==> config.mk <==
export PLATFORM = sky130hd
export DESIGN_NAME = adder_bist
export DESIGN_NICKNAME = d
export VERILOG_FILES = /design/src/rtl/adder_bist.sv
export SDC_FILE = /design/constraint.sdc
export NUM_CORES = 1
export LEC_CHECK = 0
export ABC_AREA = 1
export CAP_MARGIN = 20
export CORE_ASPECT_RATIO = 0.5
export CORE_MARGIN = 5
export CORE_UTILIZATION = 62
export CTS_BUF_LIST = sky130_fd_sc_hd__clkbuf_4
export DETAILED_ROUTE_END_ITERATION = 7
export PLACE_DENSITY_LB_ADDON = 0.05
export SLEW_MARGIN = 20
export SYNTH_ARGS = -nofsm -noshare
export SYNTH_HDL_FRONTEND = slang
export SYNTH_SLANG_ARGS = --single-unit
==> constraint.sdc <==
create_clock -name clk -period 5.1 [get_ports clk]
set_input_delay 1.02 -clock clk [delete_from_list [all_inputs] [get_ports clk]]
set_output_delay 1.02 -clock clk [all_outputs]
set_load 0.03 [all_outputs]
==> src/rtl/adder_bist.sv <==
// ---------------------------------------------------------------------------
// adder_bist
//
// Purpose: built-in self-test engine for a combinational adder. It drives
// pseudo-random operands (two 32-bit Galois LFSRs) into the adder and
// registers the adder's sum and carry-out. It then compares the result with
// an internally computed reference. It reports pass/fail, a saturating error
// count and the first failing vector.
//
// Optional feature: define ADDER_BIST_CORNER_EN to run four fixed corner
// vectors before the LFSR vectors. The LFSRs hold during the corners.
//
// Parameters:
//   WIDTH    operand width, 1..32
//   NUM_VEC  pseudo-random vectors per run, 0..65535
//   SEED     LFSR A seed; LFSR B uses ~SEED; a zero seed becomes 32'h1
//
// Ports:
//   clk, rst_n          clock, asynchronous active-low reset
//   start               run request, honoured only in IDLE or DONE
//   a_out, b_out        operands driven to the adder
//   ci_out              carry-in driven to the adder
//   s_in, co_in         adder sum and carry-out
//   busy                run in progress (GEN/WAIT/CHECK)
//   done                run finished; held until the next start or reset
//   pass                done with zero mismatches
//   err_cnt             mismatch count, saturating at 16'hFFFF
//   fail_vld            a first-failure record has been captured
//   fail_a/b/ci         operands of the first mismatching vector
//   fail_sum            {co,s} observed at the first mismatch
// ---------------------------------------------------------------------------
module adder_bist #(
  parameter int          WIDTH   = 32,
  parameter int          NUM_VEC = 10,
  parameter logic [31:0] SEED    = 32'h0000_0001
) (
  input  logic             clk,
  input  logic             rst_n,
  input  logic             start,
  output logic [WIDTH-1:0] a_out,
  output logic [WIDTH-1:0] b_out,
  output logic             ci_out,
  input  logic [WIDTH-1:0] s_in,
  input  logic             co_in,
  output logic             busy,
  output logic             done,
  output logic             pass,
  output logic [15:0]      err_cnt,
  output logic             fail_vld,
  output logic [WIDTH-1:0] fail_a,
  output logic [WIDTH-1:0] fail_b,
  output logic             fail_ci,
  output logic [WIDTH:0]   fail_sum
);

  // Run length, including the corner vectors when they are enabled.
`ifdef ADDER_BIST_CORNER_EN
  localparam int NUM_CORNER = 4;
`else
  localparam int NUM_CORNER = 0;
`endif
  localparam logic [16:0] TOTAL_VEC = 17'(NUM_VEC + NUM_CORNER);

  // Seeds with the all-zero lock-up state excluded.
  localparam logic [31:0] SEED_B_RAW = ~SEED;
  localparam logic [31:0] SEED_A     = (SEED == 32'h0) ? 32'h1 : SEED;
  localparam logic [31:0] SEED_B     = (SEED_B_RAW == 32'h0) ? 32'h1 : SEED_B_RAW;
  localparam logic [31:0] LFSR_MASK  = 32'h8020_0003;

  typedef enum logic [2:0] {
    S_IDLE,
    S_GEN,
    S_WAIT,
    S_CHECK,
    S_DONE
  } state_t;

  state_t           r_state;
  logic [31:0]      r_lfsrA;
  logic [31:0]      r_lfsrB;
  logic [16:0]      r_idx;
  logic [WIDTH-1:0] r_a;
  logic [WIDTH-1:0] r_b;
  logic             r_ci;
  logic [WIDTH-1:0] r_sQ;
  logic             r_coQ;
  logic             r_busy;
  logic             r_done;
  logic             r_pass;
  logic [15:0]      r_errCnt;
  logic             r_failVld;
  logic [WIDTH-1:0] r_failA;
  logic [WIDTH-1:0] r_failB;
  logic             r_failCi;
  logic [WIDTH:0]   r_failSum;

  logic [31:0]      w_lfsrANext;
  logic [31:0]      w_lfsrBNext;
  logic [WIDTH-1:0] w_genA;
  logic [WIDTH-1:0] w_genB;
  logic             w_genCi;
  logic             w_genAdvance;
  logic [WIDTH:0]   w_expSum;
  logic             w_mismatch;
  logic [15:0]      w_errNext;
  logic [16:0]      w_idxNext;

  // One Galois step per LFSR: shift right, fold in the mask on a shifted-out one.
  assign w_lfsrANext = {1'b0, r_lfsrA[31:1]} ^ (r_lfsrA[0] ? LFSR_MASK : 32'h0);
  assign w_lfsrBNext = {1'b0, r_lfsrB[31:1]} ^ (r_lfsrB[0] ? LFSR_MASK : 32'h0);

  // Vector selection for the GEN state: corners first (when enabled), then
  // LFSR vectors. The LFSRs only advance when an LFSR vector is issued.
`ifdef ADDER_BIST_CORNER_EN
  localparam logic [31:0]      PAT55 = 32'h5555_5555;
  localparam logic [31:0]      PATAA = 32'hAAAA_AAAA;
  localparam logic [WIDTH-1:0] ONES  = '1;
  localparam logic [WIDTH-1:0] ONE   = WIDTH'(1);

  always_comb begin
    w_genA       = r_lfsrA[WIDTH-1:0];
    w_genB       = r_lfsrB[WIDTH-1:0];
    w_genCi      = r_lfsrA[31] ^ r_lfsrB[0];
    w_genAdvance = 1'b1;
    if (r_idx < 17'd4) begin
      w_genAdvance = 1'b0;
      case (r_idx[1:0])
        2'd0:    begin w_genA = '0;                 w_genB = '0;                 w_genCi = 1'b0; end
        2'd1:    begin w_genA = ONES;               w_genB = ONE;                w_genCi = 1'b0; end
        2'd2:    begin w_genA = ONES;               w_genB = ONES;               w_genCi = 1'b1; end
        default: begin w_genA = PAT55[WIDTH-1:0];   w_genB = PATAA[WIDTH-1:0];   w_genCi = 1'b1; end
      endcase
    end
  end
`else
  always_comb begin
    w_genA       = r_lfsrA[WIDTH-1:0];
    w_genB       = r_lfsrB[WIDTH-1:0];
    w_genCi      = r_lfsrA[31] ^ r_lfsrB[0];
    w_genAdvance = 1'b1;
  end
`endif

  // Reference sum is WIDTH+1 bits so the carry-out is checked as well.
  assign w_expSum   = {1'b0, r_a} + {1'b0, r_b} + {{WIDTH{1'b0}}, r_ci};
  assign w_mismatch = (w_expSum != {r_coQ, r_sQ});
  assign w_errNext  = (w_mismatch && (r_errCnt != 16'hFFFF)) ? r_errCnt + 16'd1 : r_errCnt;
  assign w_idxNext  = r_idx + 17'd1;

  // Main sequencer. All outputs are registered here. Each vector takes
  // GEN (drive), WAIT (capture adder result), CHECK (compare).
  always_ff @(posedge clk or negedge rst_n) begin
    if (!rst_n) begin
      r_state   <= S_IDLE;
      r_lfsrA   <= SEED_A;
      r_lfsrB   <= SEED_B;
      r_idx     <= '0;
      r_a       <= '0;
      r_b       <= '0;
      r_ci      <= 1'b0;
      r_sQ      <= '0;
      r_coQ     <= 1'b0;
      r_busy    <= 1'b0;
      r_done    <= 1'b0;
      r_pass    <= 1'b0;
      r_errCnt  <= '0;
      r_failVld <= 1'b0;
      r_failA   <= '0;
      r_failB   <= '0;
      r_failCi  <= 1'b0;
      r_failSum <= '0;
    end else begin
      case (r_state)
        S_IDLE, S_DONE: begin
          if (start) begin
            r_lfsrA   <= SEED_A;
            r_lfsrB   <= SEED_B;
            r_idx     <= '0;
            r_errCnt  <= '0;
            r_failVld <= 1'b0;
            r_failA   <= '0;
            r_failB   <= '0;
            r_failCi  <= 1'b0;
            r_failSum <= '0;
            if (TOTAL_VEC == 17'd0) begin
              // Empty run: nothing to test, finish immediately as a pass.
              r_state <= S_DONE;
              r_busy  <= 1'b0;
              r_done  <= 1'b1;
              r_pass  <= 1'b1;
            end else begin
              r_state <= S_GEN;
              r_busy  <= 1'b1;
              r_done  <= 1'b0;
              r_pass  <= 1'b0;
            end
          end
        end
        S_GEN: begin
          r_a  <= w_genA;
          r_b  <= w_genB;
          r_ci <= w_genCi;
          if (w_genAdvance) begin
            r_lfsrA <= w_lfsrANext;
            r_lfsrB <= w_lfsrBNext;
          end
          r_state <= S_WAIT;
        end
        S_WAIT: begin
          r_sQ    <= s_in;
          r_coQ   <= co_in;
          r_state <= S_CHECK;
        end
        S_CHECK: begin
          r_errCnt <= w_errNext;
          if (w_mismatch && !r_failVld) begin
            r_failVld <= 1'b1;
            r_failA   <= r_a;
            r_failB   <= r_b;
            r_failCi  <= r_ci;
            r_failSum <= {r_coQ, r_sQ};
          end
          r_idx <= w_idxNext;
          if (w_idxNext == TOTAL_VEC) begin
            r_state <= S_DONE;
            r_busy  <= 1'b0;
            r_done  <= 1'b1;
            r_pass  <= (w_errNext == 16'd0);
          end else begin
            r_state <= S_GEN;
          end
        end
        default: begin
          r_state <= S_IDLE;
          r_busy  <= 1'b0;
          r_done  <= 1'b0;
          r_pass  <= 1'b0;
        end
      endcase
    end
  end

  assign a_out    = r_a;
  assign b_out    = r_b;
  assign ci_out   = r_ci;
  assign busy     = r_busy;
  assign done     = r_done;
  assign pass     = r_pass;
  assign err_cnt  = r_errCnt;
  assign fail_vld = r_failVld;
  assign fail_a   = r_failA;
  assign fail_b   = r_failB;
  assign fail_ci  = r_failCi;
  assign fail_sum = r_failSum;

endmodule

==> results.sh <==
export IMPL_status="complete, no violations"
export IMPL_wl_per_cell_microns=17.06
export IMPL_met2WireLength_microns=19540
export IMPL_cp_cell_sequence="inv_1 > fa_1 > inv_1 > fa_1 > nand2_1 > nand2_1 > nand3_1 > nand2_1 > nand2_2 > nand2_2 > nand2_2 > nand2_2 > a21boi_1 > xor2_1 > nor3_1 > nand2_1 > nand3_4 > buf_4 > nand3_1 > o21ai_0"
export IMPL_synth_top_area_frac=0.4284
export IMPL_arrival_ns=5.06
export IMPL_crit_path_max_fanout=72
export IMPL_grt_antenna_before_repair=2
export IMPL_gp_congestion=1.048
export IMPL_placed_cell_area_sq_um=18060
export IMPL_worst_path_buf_inv=3
export IMPL_route_detailed_drc=0
export IMPL_syn_to_final_growth_pct=20.82
export IMPL_io_buffer_count=218
export IMPL_syn_num_nets=2114
export IMPL_fp_dieW_microns=234.7
export IMPL_worst_path_max_delay_cell="nand3_4"
export IMPL_wl_microns=45470
export IMPL_hold_viol=0
export IMPL_hpwlAfterDp_microns=33550
export IMPL_worstSetupStartpointType="register"
export IMPL_cts_setup_buffers=0
export IMPL_worst_pin_slew_ns=1.034
export IMPL_ys_dominant_reg_cell="dfrtp_1"
export IMPL_grtUsageTotal=0.3165
export IMPL_fin_ws_ns=0.6449
export IMPL_synth_area_leaders="dfrtp_1, nand2_1, inv_1"
export IMPL_htreeDepth=3
export IMPL_ctsHoldBuffers=0
export IMPL_die_h_microns=122.4
export IMPL_clkTransAtPathRegs_ns=0.07
export IMPL_clock_sinks=300
export IMPL_final_cell_area_sq_um=18910
export IMPL_grt_pass1_vias=13790
export IMPL_fin_nets=2345
export IMPL_synth_most_common_cell="nand2_1"
export IMPL_die_area_sq_um=28720
export IMPL_crit_type="reg2reg"
export IMPL_setup_viol=0
export IMPL_synth_warnings=0
export IMPL_dr_total_vias=14520
export IMPL_clock_fmax_mhz=224.5
export IMPL_ys_seq_area_frac=0.4821
export IMPL_vias_per_cell=5.447
export IMPL_worst_hold_slack_ns=0.3204
export IMPL_coreArea_sq_um=25030
export IMPL_insertion_delay_ns=0.80
export IMPL_layout_min_cycle_time_ns=4.455
export IMPL_rows=41
export IMPL_netlist_instances=2042
export IMPL_preCtsSetupSlack_ns=0.7643
export IMPL_crit_path_end_kind="register"
export IMPL_rsz0062_at_grt="false"
export IMPL_yosysUniqueCellTypes=45
export IMPL_numCtsBuffers=67
export IMPL_drive_gt1_frac=0.08452
export IMPL_start_util=0.6253
export IMPL_slew_violations=0
export IMPL_root_buffer="clkbuf_4"
export IMPL_postSynth_asyncResetShare=1.000
export IMPL_maxSlewHeadroom=0.3100
export IMPL_grt_max_degree=122
export IMPL_ys_ff_latch=300
export IMPL_synth_commonest_cells="nand2_1, inv_1, dfrtp_1"
export IMPL_clockBufferDepth=3
export IMPL_drt_pass1_iter_count=6
export IMPL_skew_ns=0.07901
export IMPL_grt_overflow=0
export IMPL_ios=219
export IMPL_cp_slowest_stage_delay_ns=0.61
export IMPL_crit_family="simple AND/OR/NAND/NOR gates"
export IMPL_setup_tns_ns=0
export IMPL_post_route_period_util=0.8736
export IMPL_synth_edf_count=0
export IMPL_drv_cap=0
export IMPL_synth_area_sq_um=15660
export IMPL_yosys_area_top_type="dfrtp_1"
export IMPL_syn_mean_instance_area_sq_um=7.667
export IMPL_cp_required_ns=5.70
export IMPL_hp_class="in2async"
export IMPL_ant_nets=0
export IMPL_cts_tree="built"
export IMPL_drt_met1_wl_microns=20570
export IMPL_post_cts_resize_count=0
export IMPL_routed_wl_met3_microns=4511
export IMPL_drt_iter0_drc=1334
export IMPL_grt_pass1_wl_microns=72190
export IMPL_routed_top_layer="met4"
[cell usage in the layout, fill, tap and decap left out, types with 11 or more instances in the layout]
cell type        synthesis  final
clkdlybuf4s50_1          0    217
nand2_2                 16     16
nand2_1                547    546
xor2_1                  25     25
inv_1                  284    284
o21ai_1                 54     54
a21oi_1                 53     53
nor3_1                  21     20
dfrtp_1                268    268
clkinv_1                 2     17
o22ai_1                 23     23
xnor2_1                 14     14
nand4_1                 23     23
clkbuf_4                 0     92
inv_2                    9     11
o21ai_0                131    131
dfstp_2                 32     32
ha_1                    34     34
nand3_1                199    199
nor2_1                 186    185
[kinds of logic after synthesis]
| group | synth area share |
|---|---|
| adders and majority gates | 0.02973 |
| xor gates and xnor gates | 0.02286 |
| and+or+nand+nor | 0.2801 |
| buffers and inverters | 0.09447 |
| AOI/OAI and AO/OA | 0.09079 |
| DFF | 0.4821 |
[through the flow]
| stage | util | instances |
|---|---|---|
| after floorplan | - | 2042 |
| after global placement | 0.7216 | 2548 |
| after detailed placement | 0.7216 | 2548 |
| after CTS | 0.7552 | 2663 |
| after global routing | 0.7555 | 2666 |
| final | 0.7555 | 2666 |
[routing by layer]
layer | up-vias | global-route usage
li1 | 6992 | -
met1 | 6885 | 0.4639
met2 | 578 | 0.4612
met3 | 67 | 0.09991
met4 | 0 | 0.08345
met5 | - | 0
[state kept, by name (all words and copies together), names as in the netlist, 3 cells and up]
register	flops
a_out	32
b_out	32
err_cnt	16
fail_a	32
fail_b	32
fail_sum	33
r_idx	17
r_lfsrA	32
r_lfsrB	32
r_sQ	32
r_state	3
[path summary, 6_finish.rpt]
| path | startpoint | end | slack (ns) | cells past startpoint |
|---|---|---|---|---|
| hold / removal | rst_n | a_out[8]$_DFFE_PN0P_ | 0.32 | 1 |
| setup reg to reg | a_out[0]$_DFFE_PN0P_ | fail_b[9]$_DFFE_PN0P_ | 0.64 | 20 |
| max in group asynchronous | rst_n | r_idx[14]$_DFFE_PN0P_ | 3.71 | 2 |
| hold reg to reg | r_lfsrA[23]$_DFFE_PN0P_ | r_lfsrA[22]$_DFFE_PN0P_ | 0.47 | 2 |
| min in group clk | r_lfsrA[23]$_DFFE_PN0P_ | r_lfsrA[22]$_DFFE_PN0P_ | 0.47 | 2 |
| setup / recovery | a_out[0]$_DFFE_PN0P_ | fail_b[9]$_DFFE_PN0P_ | 0.64 | 20 |
[worst reg2reg max path, cell delays in order, from the launching register on]
cell and delay, ns:
dfrtp_1 0.38, inv_1 0.12, fa_1 0.25, inv_1 0.11, fa_1 0.45, nand2_1 0.15, nand2_1 0.10, nand3_1 0.11
nand2_1 0.11, nand2_2 0.10, nand2_2 0.10, nand2_2 0.11, nand2_2 0.08, a21boi_1 0.22, xor2_1 0.26, nor3_1 0.09
nand2_1 0.17, nand3_4 0.61, buf_4 0.56, nand3_1 0.11, o21ai_0 0.12
[cell type report]
class / instances / area (sq um)
fill: 1985 / 6120
inverter: 295 / 1107
timing repair buffer: 231 / 2322
tap: 344 / 430.4
antenna: 3 / 7.507
clock buffer: 92 / 690.7
multi-input combinational: 1378 / 6656
sequential: 300 / 7547
clock inverter: 23 / 152.6
Power is left out: the tool's default activity adds up to more than one toggle a clock period on the data nets, which glitch-free logic cannot reach.
